--- src/rtl/hilo_div_pkg.sv ---
// Shared types and constants for the HI/LO iterative divider.
package hilo_div_pkg;

  localparam int unsigned StateWidth = 2;

  typedef enum logic [StateWidth-1:0] {
    StIdle,
    StCalc,
    StSign,
    StDone
  } divState_e;

  // Replicated to WIDTH bits to form the all-ones divide-by-zero quotient.
  localparam logic DivZeroFill = 1'b1;

endpackage

--- src/rtl/div_step.sv ---
// One radix-2 restoring division iteration, purely combinational.
module div_step
  import hilo_div_pkg::*;
#(
  parameter int unsigned WIDTH = 32
) (
  input  logic [WIDTH-1:0] remIn,
  input  logic [WIDTH-1:0] quoIn,
  input  logic [WIDTH-1:0] dvsMag,
  output logic [WIDTH-1:0] remOut,
  output logic [WIDTH-1:0] quoOut
);

  logic [WIDTH:0] shifted;
  logic [WIDTH:0] diff;

  // The partial remainder never reaches the divisor, so it is stored in WIDTH bits;
  // only the shifted trial value needs the extra bit.
  always_comb begin
    shifted = {remIn, quoIn[WIDTH-1]};
    diff    = shifted - {1'b0, dvsMag};
    if (!diff[WIDTH]) begin
      remOut = diff[WIDTH-1:0];
      quoOut = {quoIn[WIDTH-2:0], 1'b1};
    end else begin
      remOut = shifted[WIDTH-1:0];
      quoOut = {quoIn[WIDTH-2:0], 1'b0};
    end
  end

endmodule

--- src/rtl/hilo_divider.sv ---
// Iterative signed/unsigned divider producing LO (quotient) and HI (remainder).
module hilo_divider
  import hilo_div_pkg::*;
#(
  parameter int unsigned WIDTH = 32
) (
  input  logic             clk,
  input  logic             rst,
  input  logic             start,
  input  logic             signed_div,
  input  logic [WIDTH-1:0] dividend,
  input  logic [WIDTH-1:0] divisor,
  input  logic             cancel,
  output logic             busy,
  output logic             done,
  output logic [WIDTH-1:0] quotient,
  output logic [WIDTH-1:0] remainder,
  output logic             div_by_zero
);

  localparam int unsigned CntWidth = $clog2(WIDTH + 1);
  localparam logic [CntWidth-1:0] LastStep = CntWidth'(WIDTH - 1);

  divState_e stateQ, stateD;
  logic [CntWidth-1:0] cntQ, cntD;
  logic [WIDTH-1:0] remQ, remD;
  logic [WIDTH-1:0] quoQ, quoD;
  logic [WIDTH-1:0] dvsQ, dvsD;
  logic quoNegQ, quoNegD;
  logic remNegQ, remNegD;
  logic [WIDTH-1:0] quotientD, remainderD;
  logic divByZeroD;

  logic dvdNeg, dvsNeg;
  logic [WIDTH-1:0] dvdMag, dvsMag;
  logic [WIDTH-1:0] stepRem, stepQuo;

  div_step #(
    .WIDTH (WIDTH)
  ) uStep (
    .remIn  (remQ),
    .quoIn  (quoQ),
    .dvsMag (dvsQ),
    .remOut (stepRem),
    .quoOut (stepQuo)
  );

  always_comb begin
    dvdNeg = signed_div & dividend[WIDTH-1];
    dvsNeg = signed_div & divisor[WIDTH-1];
    dvdMag = dvdNeg ? -dividend : dividend;
    dvsMag = dvsNeg ? -divisor : divisor;
  end

  always_comb begin
    stateD      = stateQ;
    cntD        = cntQ;
    remD        = remQ;
    quoD        = quoQ;
    dvsD        = dvsQ;
    quoNegD     = quoNegQ;
    remNegD     = remNegQ;
    quotientD   = quotient;
    remainderD  = remainder;
    divByZeroD  = div_by_zero;

    unique case (stateQ)
      StIdle, StDone: begin
        stateD = StIdle;
        if (start) begin
          remD    = '0;
          quoD    = dvdMag;
          dvsD    = dvsMag;
          quoNegD = dvdNeg ^ dvsNeg;
          remNegD = dvdNeg;
          cntD    = '0;
          if (divisor == '0) begin
            stateD     = StDone;
            quotientD  = {WIDTH{DivZeroFill}};
            remainderD = dividend;
            divByZeroD = 1'b1;
          end else begin
            stateD = StCalc;
          end
        end
      end
      StCalc: begin
        remD = stepRem;
        quoD = stepQuo;
        cntD = cntQ + 1'b1;
        if (cntQ == LastStep) begin
          stateD = StSign;
        end
      end
      StSign: begin
        quotientD  = quoNegQ ? -quoQ : quoQ;
        remainderD = remNegQ ? -remQ : remQ;
        divByZeroD = 1'b0;
        stateD     = StDone;
      end
      default: stateD = StIdle;
    endcase

    // A flush aborts without touching the architectural results.
    if (cancel) begin
      stateD     = StIdle;
      quotientD  = quotient;
      remainderD = remainder;
      divByZeroD = div_by_zero;
    end
  end

  always_ff @(posedge clk) begin
    if (rst) begin
      stateQ      <= StIdle;
      cntQ        <= '0;
      remQ        <= '0;
      quoQ        <= '0;
      dvsQ        <= '0;
      quoNegQ     <= 1'b0;
      remNegQ     <= 1'b0;
      quotient    <= '0;
      remainder   <= '0;
      div_by_zero <= 1'b0;
    end else begin
      stateQ      <= stateD;
      cntQ        <= cntD;
      remQ        <= remD;
      quoQ        <= quoD;
      dvsQ        <= dvsD;
      quoNegQ     <= quoNegD;
      remNegQ     <= remNegD;
      quotient    <= quotientD;
      remainder   <= remainderD;
      div_by_zero <= divByZeroD;
    end
  end

  assign busy = (stateQ == StCalc) || (stateQ == StSign);
  assign done = (stateQ == StDone);

endmodule
--- config.mk ---
export PLATFORM = sky130hd
export DESIGN_NAME = hilo_divider
export DESIGN_NICKNAME = d
export VERILOG_FILES = /design/src/rtl/hilo_div_pkg.sv /design/src/rtl/div_step.sv /design/src/rtl/hilo_divider.sv
export SDC_FILE = /design/constraint.sdc
export NUM_CORES = 1
export LEC_CHECK = 0
export ABC_AREA = 1
export BUFFER_PORTS_ARGS = -buffer_cell sky130_fd_sc_hd__clkbuf_2
export CORE_ASPECT_RATIO = 0.75
export CORE_MARGIN = 3
export CORE_UTILIZATION = 32
export CTS_BUF_LIST = sky130_fd_sc_hd__clkbuf_16
export DETAILED_ROUTE_END_ITERATION = 10
export HOLD_SLACK_MARGIN = 0.15
export PLACE_DENSITY = 0.51
export SYNTH_ARGS = -nofsm -noshare
export SYNTH_HDL_FRONTEND = slang
export SYNTH_HIERARCHICAL = 1
export SYNTH_SLANG_ARGS = --single-unit
--- constraint.sdc ---
create_clock -name clk -period 2.1 [get_ports clk]
set_input_delay 0.42 -clock clk [delete_from_list [all_inputs] [get_ports clk]]
set_output_delay 0.42 -clock clk [all_outputs]
set_load 0.01 [all_outputs]
# Yosys cells after proc, flatten, opt, wreduce, memory -nomap -nowiden
# Index checks and enable logic that the tools add are counted.
[word_totals]
ff_bits = 171
output_inout_bits = 67
input_bits = 69
word_cells = 62
[op_classes]
muxes = 25
bitwise = 4
eq_ne = 7
addsub = 6
n_reduce_logical = 10
[ops]
columns = ["cell", "count"]
rows = [
  ["two-way mux 32 bit", 11],
  ["one-hot mux 32 bit (2 select lines)", 4],
  ["negator 32 bit", 4],
  ["subtractor 33 x 32 -> 33 bit", 1],
  ["zero test 32 bit", 1],
  ["one-hot mux 6 bit (2 select lines)", 1],
  ["adder 6 x 1 -> 6 bit, second input constant", 1],
  ["equality test 6 x 5 -> 1 bit, second input constant", 1],
  ["two-way mux 2 bit", 3],
  ["two-way mux 6 bit", 1],
  ["inequality test 2 bit, second input constant", 3],
  ["one-hot mux 2 bit (3 select lines)", 1],
  ["equality test 2 bit, second input constant", 2],
  ["AND reduction 2 bit", 2],
  ["AND reduction 4 bit", 1],
  ["nonzero test 2 bit", 2],
  ["OR reduction 2 bit", 2],
  ["two-way mux 1 bit", 3],
  ["bitwise AND 1 bit", 2],
  ["equality test 2 x 1 -> 1 bit, second input constant", 1],
  ["zero test 2 bit", 1],
  ["one-hot mux 1 bit (2 select lines)", 1],
  ["logical OR 1 bit", 1],
  ["inverter 1 bit", 1],
  ["XOR 1 bit", 1],
]

# Logic depth before layout (Yosys ltp)
[depth]
ltp_word = 4
mapped_depth = 19
ltp_nobuf = 18

# Modules after synthesis
# Netlist, hierarchy kept.
[by_module_without_submodules]
columns = ["mod", "n_inst", "cells_per_inst", "area_per_inst_um2"]
rows = [
  ["hilo_divider", 1, 1773, 10640.2],
  ["div_step", 1, 714, 3395.8],
]

# Worst setup path before layout
# Ideal clock, no wire load.
[synth_path]
kind = "register to register"
start = "reg quoQ[31]"
end = "reg remQ[25]"
path_buffers = 1
stages_incl_launch_ff = 20
arrival_time_ns = 2.189
slack_ns = -0.175
synth_period_minus_slack_ns = 2.275
path_cell_list = "dfxtp_1 inv_1 ha_1 fa_1 inv_1 nand2_1 nand2_1 nand3_1 nand2_2 nand2_1 nand2_2 nand2_2 nand2_2 nand2_2 nand2_4 buf_4 nand2_1 nand2_1 a21oi_1 a211oi_1"
[synth_via]
elab_chain_cells = 3
[synth_lines]
columns = ["item", "line", "rtl"]
rows = [
  ["start, declared", "hilo_divider.sv:27", "logic [WIDTH-1:0] quoQ, quoD;"],
  ["start signal, assigned", "hilo_divider.sv:129", "quoQ <= quoD;"],
  ["subtractor 33 x 32 -> 33 bit", "div_step.sv:21", "diff = shifted - {1'b0, dvsMag};"],
  ["two-way mux 32 bit", "div_step.sv:22", "if (!diff[WIDTH]) begin"],
  ["net stepRem[25]", "hilo_divider.sv:36", "logic [WIDTH-1:0] stepRem, stepQuo;"],
  ["one-hot mux 32 bit (2 select lines)", "hilo_divider.sv:67", "unique case (stateQ)"],
  ["end signal, assigned", "hilo_divider.sv:128", "remQ <= remD;"],
  ["end, declared", "hilo_divider.sv:26", "logic [WIDTH-1:0] remQ, remD;"],
]
# The timed path passes the listed nets, and every way through them passes these cells.
# A chain may end at the register's enable or synchronous reset.

# Final worst setup path
[layout_path]
start = "reg quoQ[31]"
end = "reg remQ[21]"
# Same word-level chain as after synthesis.

==> qor.txt <==
=======================================================================================
Horizontal die dimension .................................................       248 um
Required @ worst endpoint ................................................      2.46 ns
Final period util ........................................................         117%
Cell depth of the worst flop-to-flop path ................................           18
Avg Synthesized Cell Area ................................................     5.64 um2
Global-route congestion overflow total ...................................            0
Level count of the clock H-tree ..........................................            4
Unrepaired setup endpoints after global routing ..........................          yes
Number of synthesized flops with an enable pin ...........................            0
Remaining DRCs ...........................................................            0
Commonest register cell after synthesis ..................................      dfxtp_1
Post-placement worst setup slack .........................................    -0.378 ns
Sum of negative setup slack ..............................................     -9.83 ns
Tightest Hold Check Type .................................................    in -> reg
Final #Nets ..............................................................         2902
Post-detailed-routing wire length ........................................     57000 um
Crit-path max FO .........................................................            5
Count of unique library cells instantiated by Yosys ......................           43
Number of violations reported at the end of detailed-routing iteration 0 .         1594
Cell mode on critical path ...............................................      nand2_2
Routability-driven placement congestion ratio ............................        0.944
Count of state elements after synthesis ..................................          171
Number of top-level pins .................................................          136
Most frequent cell after synthesis .......................................      nand2_1
Worst-case setup margin in the final layout ..............................    -0.354 ns
Number of clock sinks seen by CTS ........................................          171
Count of standard-cell rows ..............................................           65
Register-to-register setup slack .........................................     -0.35 ns
Clock-pin slew of the registers on the worst-case setup and hold paths ...      0.07 ns
FF-to-FF Start ........................................................... quoQ[31]$_SDFFE_PP0P_
Final core area utilization ..............................................        43.0%
Residual antenna-violating net count after detailed routing ..............            0
Area after detailed placement ............................................    16800 um2
CP arrival ...............................................................      2.81 ns
Routed wire per std cell .................................................      16.9 um
Post-detailed-placement half-perimeter wirelength ........................     44000 um
Total Routing Usage GR ...................................................        23.8%
Number of hold violations in the final report ............................            0
Die area .................................................................    46400 um2
Overall die height .......................................................       187 um
Final critical-path required period ......................................      2.45 ns
Count of input and output buffers ........................................          135
Leading cell types by total area after synthesis ......................... dfxtp_1, nand2_1, inv_1, nor2_1, nand3_1
Clock tree from TritonCTS ................................................        built
Number of global-route vias before repair ................................        15300
Hold Startpoint ..........................................................       cancel
Core box area ............................................................    42700 um2
Crit Path Category .......................................................   reg -> reg
Total number of vias .....................................................        16600
Crit path largest cell delay .............................................      0.37 ns
Count of mapped cells out of synthesis ...................................         2487
Relative slew margins ....................................................        43.7%
Share of layout cells above drive strength 1 .............................        20.3%
Area share of the largest cell type after synthesis ......................        24.4%
Number of cells on the worst hold path ...................................            4
Cell with the largest stage delay on the worst path ......................         fa_2
Clk Tree Root Cell .......................................................    clkbuf_16
Number of buffers added to fix hold violations after cts .................            0
Number of maximum-capacitance violations .................................            0
Leak pwr .................................................................      9.50 nW
Yosys top cell by area ...................................................      dfxtp_1
Failing checks ........................................................... setup timing
Top achievable clock speed ...............................................      408 MHz
Total power ..............................................................      12.9 mW
Number of failing setup endpoints in the final timing report .............           33
Worst setup EP type ......................................................    flip-flop
Clock latency on the worst-skew pair .....................................      0.48 ns
Average via count per standard cell ......................................         4.93
Async set-reset flop share out of synthesis ..............................           0%
Maximum root-to-sink buffer count ........................................            2
Clock buffer count from CTS ..............................................           17
Top cells by count, synth ................................................ nand2_1, inv_1, nor2_1
Pin count of the biggest net entering global routing .....................           64
Highest ir drop seen on vdd ..............................................     0.665 mV
Endpoint of the worst hold-timing path ................................... stateQ[1]$_SDFFE_PP0P_
Number of slew-limit violations in the final report ......................            0
Skew final ...............................................................    0.0272 ns
Global-route wire length before repair ...................................     86000 um
Critical path, cell by cell .............................................. inv_2, ha_4, fa_2, inv_2, nand2_2, nand2_2, nand3_2, nand2_2, nand2_2, nand2_4, nand2_8, nand2_8, nand2_8, nand2_8, nand2_2, nand2_1, a21oi_1, a211oi_1
Post-route standard cell area excluding fillers ..........................    18400 um2
Effective utilization at floorplan .......................................        32.9%
Net count of the mapped netlist ..........................................         2598
Initial antenna violation count ..........................................            2
Worst flop-to-flop path endpoint ......................................... remQ[21]$_SDFFE_PP0P_
Synthesis-to-finish area growth ..........................................        30.8%
Number of iterations in the first detailed-routing pass ..................            8
Combined area of all synthesized cells ...................................    14000 um2
Total number of yosys warnings ...........................................            6
PD cells .................................................................   702 nW/um2
Actual slew at the worst max-slew pin ....................................     0.844 ns
Run status ............................................................... complete, but fails checks
Post-synthesis sequential area ratio .....................................        24.4%
Kind of launch point of the worst setup path .............................    flip-flop
=======================================================================================
==> area by class of cell <==
type	instances	area [um2]
antenna	1	2.50
clock buffer	17	425
clock inverter	15	163
fill	4648	24300
inverter	355	1340
multi-input combinational	1847	9290
sequential	171	3430
tap	569	712
timing repair buffer	399	3000
==> power by group <==
group	switching (mW)	internal, mW	total, mW
Sequential	0.229	3.48	3.70
Clock	1.55	1.77	3.32
Combinational	3.56	2.31	5.87
Total	5.33	7.55	12.9
==> how the worst max path moves through the flow <==
| stage | start | to | slack (ns) | depth (start not counted) |
|---|---|---|---|---|
| finish | quoQ[31]$_SDFFE_PP0P_ | remQ[21]$_SDFFE_PP0P_ | -0.35 | 18 |
| global route | quoQ[31]$_SDFFE_PP0P_ | remQ[2]$_SDFFE_PP0P_ | -0.48 | 18 |
| CTS | quoQ[31]$_SDFFE_PP0P_ | remQ[8]$_SDFFE_PP0P_ | -0.25 | 18 |
| detailed placement | quoQ[31]$_SDFFE_PP0P_ | remQ[28]$_SDFFE_PP0P_ | -0.38 | 18 |
| global placement | quoQ[31]$_SDFFE_PP0P_ | remQ[0]$_SDFFE_PP0P_ | -0.32 | 18 |
| floorplan | quoQ[31]$_SDFFE_PP0P_ | remQ[4]$_SDFFE_PP0P_ | -0.05 | 19 |
==> timing repair <==
action / in CTS / in global routing
endpoints found under the setup margin: 33 / 91
resized for setup: 62 / 64
pin swaps: 22 / 34
gates cloned: 6 / 6
buffers inserted: 8 / 12
==> metrics by stage <==
step                hold slack (ns)  std cells
floorplan                     0.445       2487
global placement              0.460       3309
detailed placement            0.460       3309
CTS                           0.194       3355
global route                  0.221       3373
finish                        0.214       3374
==> cell families after synthesis <==
family	Yosys count	synth area share, %
compound gates	364	14.1
xor+xnor	59	3.68
fa+ha+maj	42	3.80
buf+inv	476	14.2
flops	171	24.4
simple gates	1375	39.8
==> registers in the layout, indices dropped and copies added, names as in the netlist <==
signal / flops
dvsQ: 32
div_by_zero: 1
quoNegQ: 1
quoQ: 32
quotient: 32
stateQ: 2
remNegQ: 1
remQ: 32
cntQ: 6
remainder: 32
==> routing by layer <==
layer,wire length [um],global-route usage (%)
met1,29600,38.2
met2,21700,32.4
met3,5040,4.80
met5,0,0
met4,597,3.95
==> worst max-delay path, delay by kind of cell (launching register included) <==
family,cells,cell delay [ns]
AOI/OAI and AO/OA,2,0.32
adders and majority gates,2,0.53
buffers and inverters,2,0.13
DFF,1,0.34
and+or+nand+nor,12,1.02
==> layout by cell type (no fill, tap or decap), types with 5 or more instances in the layout <==
master     instances
or2_2              5
nand3b_1           5
o21bai_1           7
nand2_8           12
nand3_1          185
a21oi_2            7
clkinv_4           5
o21ai_1           10
o21ai_0          110
dfxtp_1          167
clkbuf_16         22
clkbuf_2         135
ha_1              26
nand4_1           24
o211ai_1           6
inv_1            339
nor2_2             9
buf_12            17
nand2_1          743
nand2_2           48
inv_2             11
buf_4            239
a31oi_1            5
a211oi_1          25
xnor2_1           12
nor3_1             9
nor2_1           317
a211oi_2           6
and2_1             5
a21oi_1          175
ha_4              13
xor2_1            47
Power figures use the tool's default switching activity.
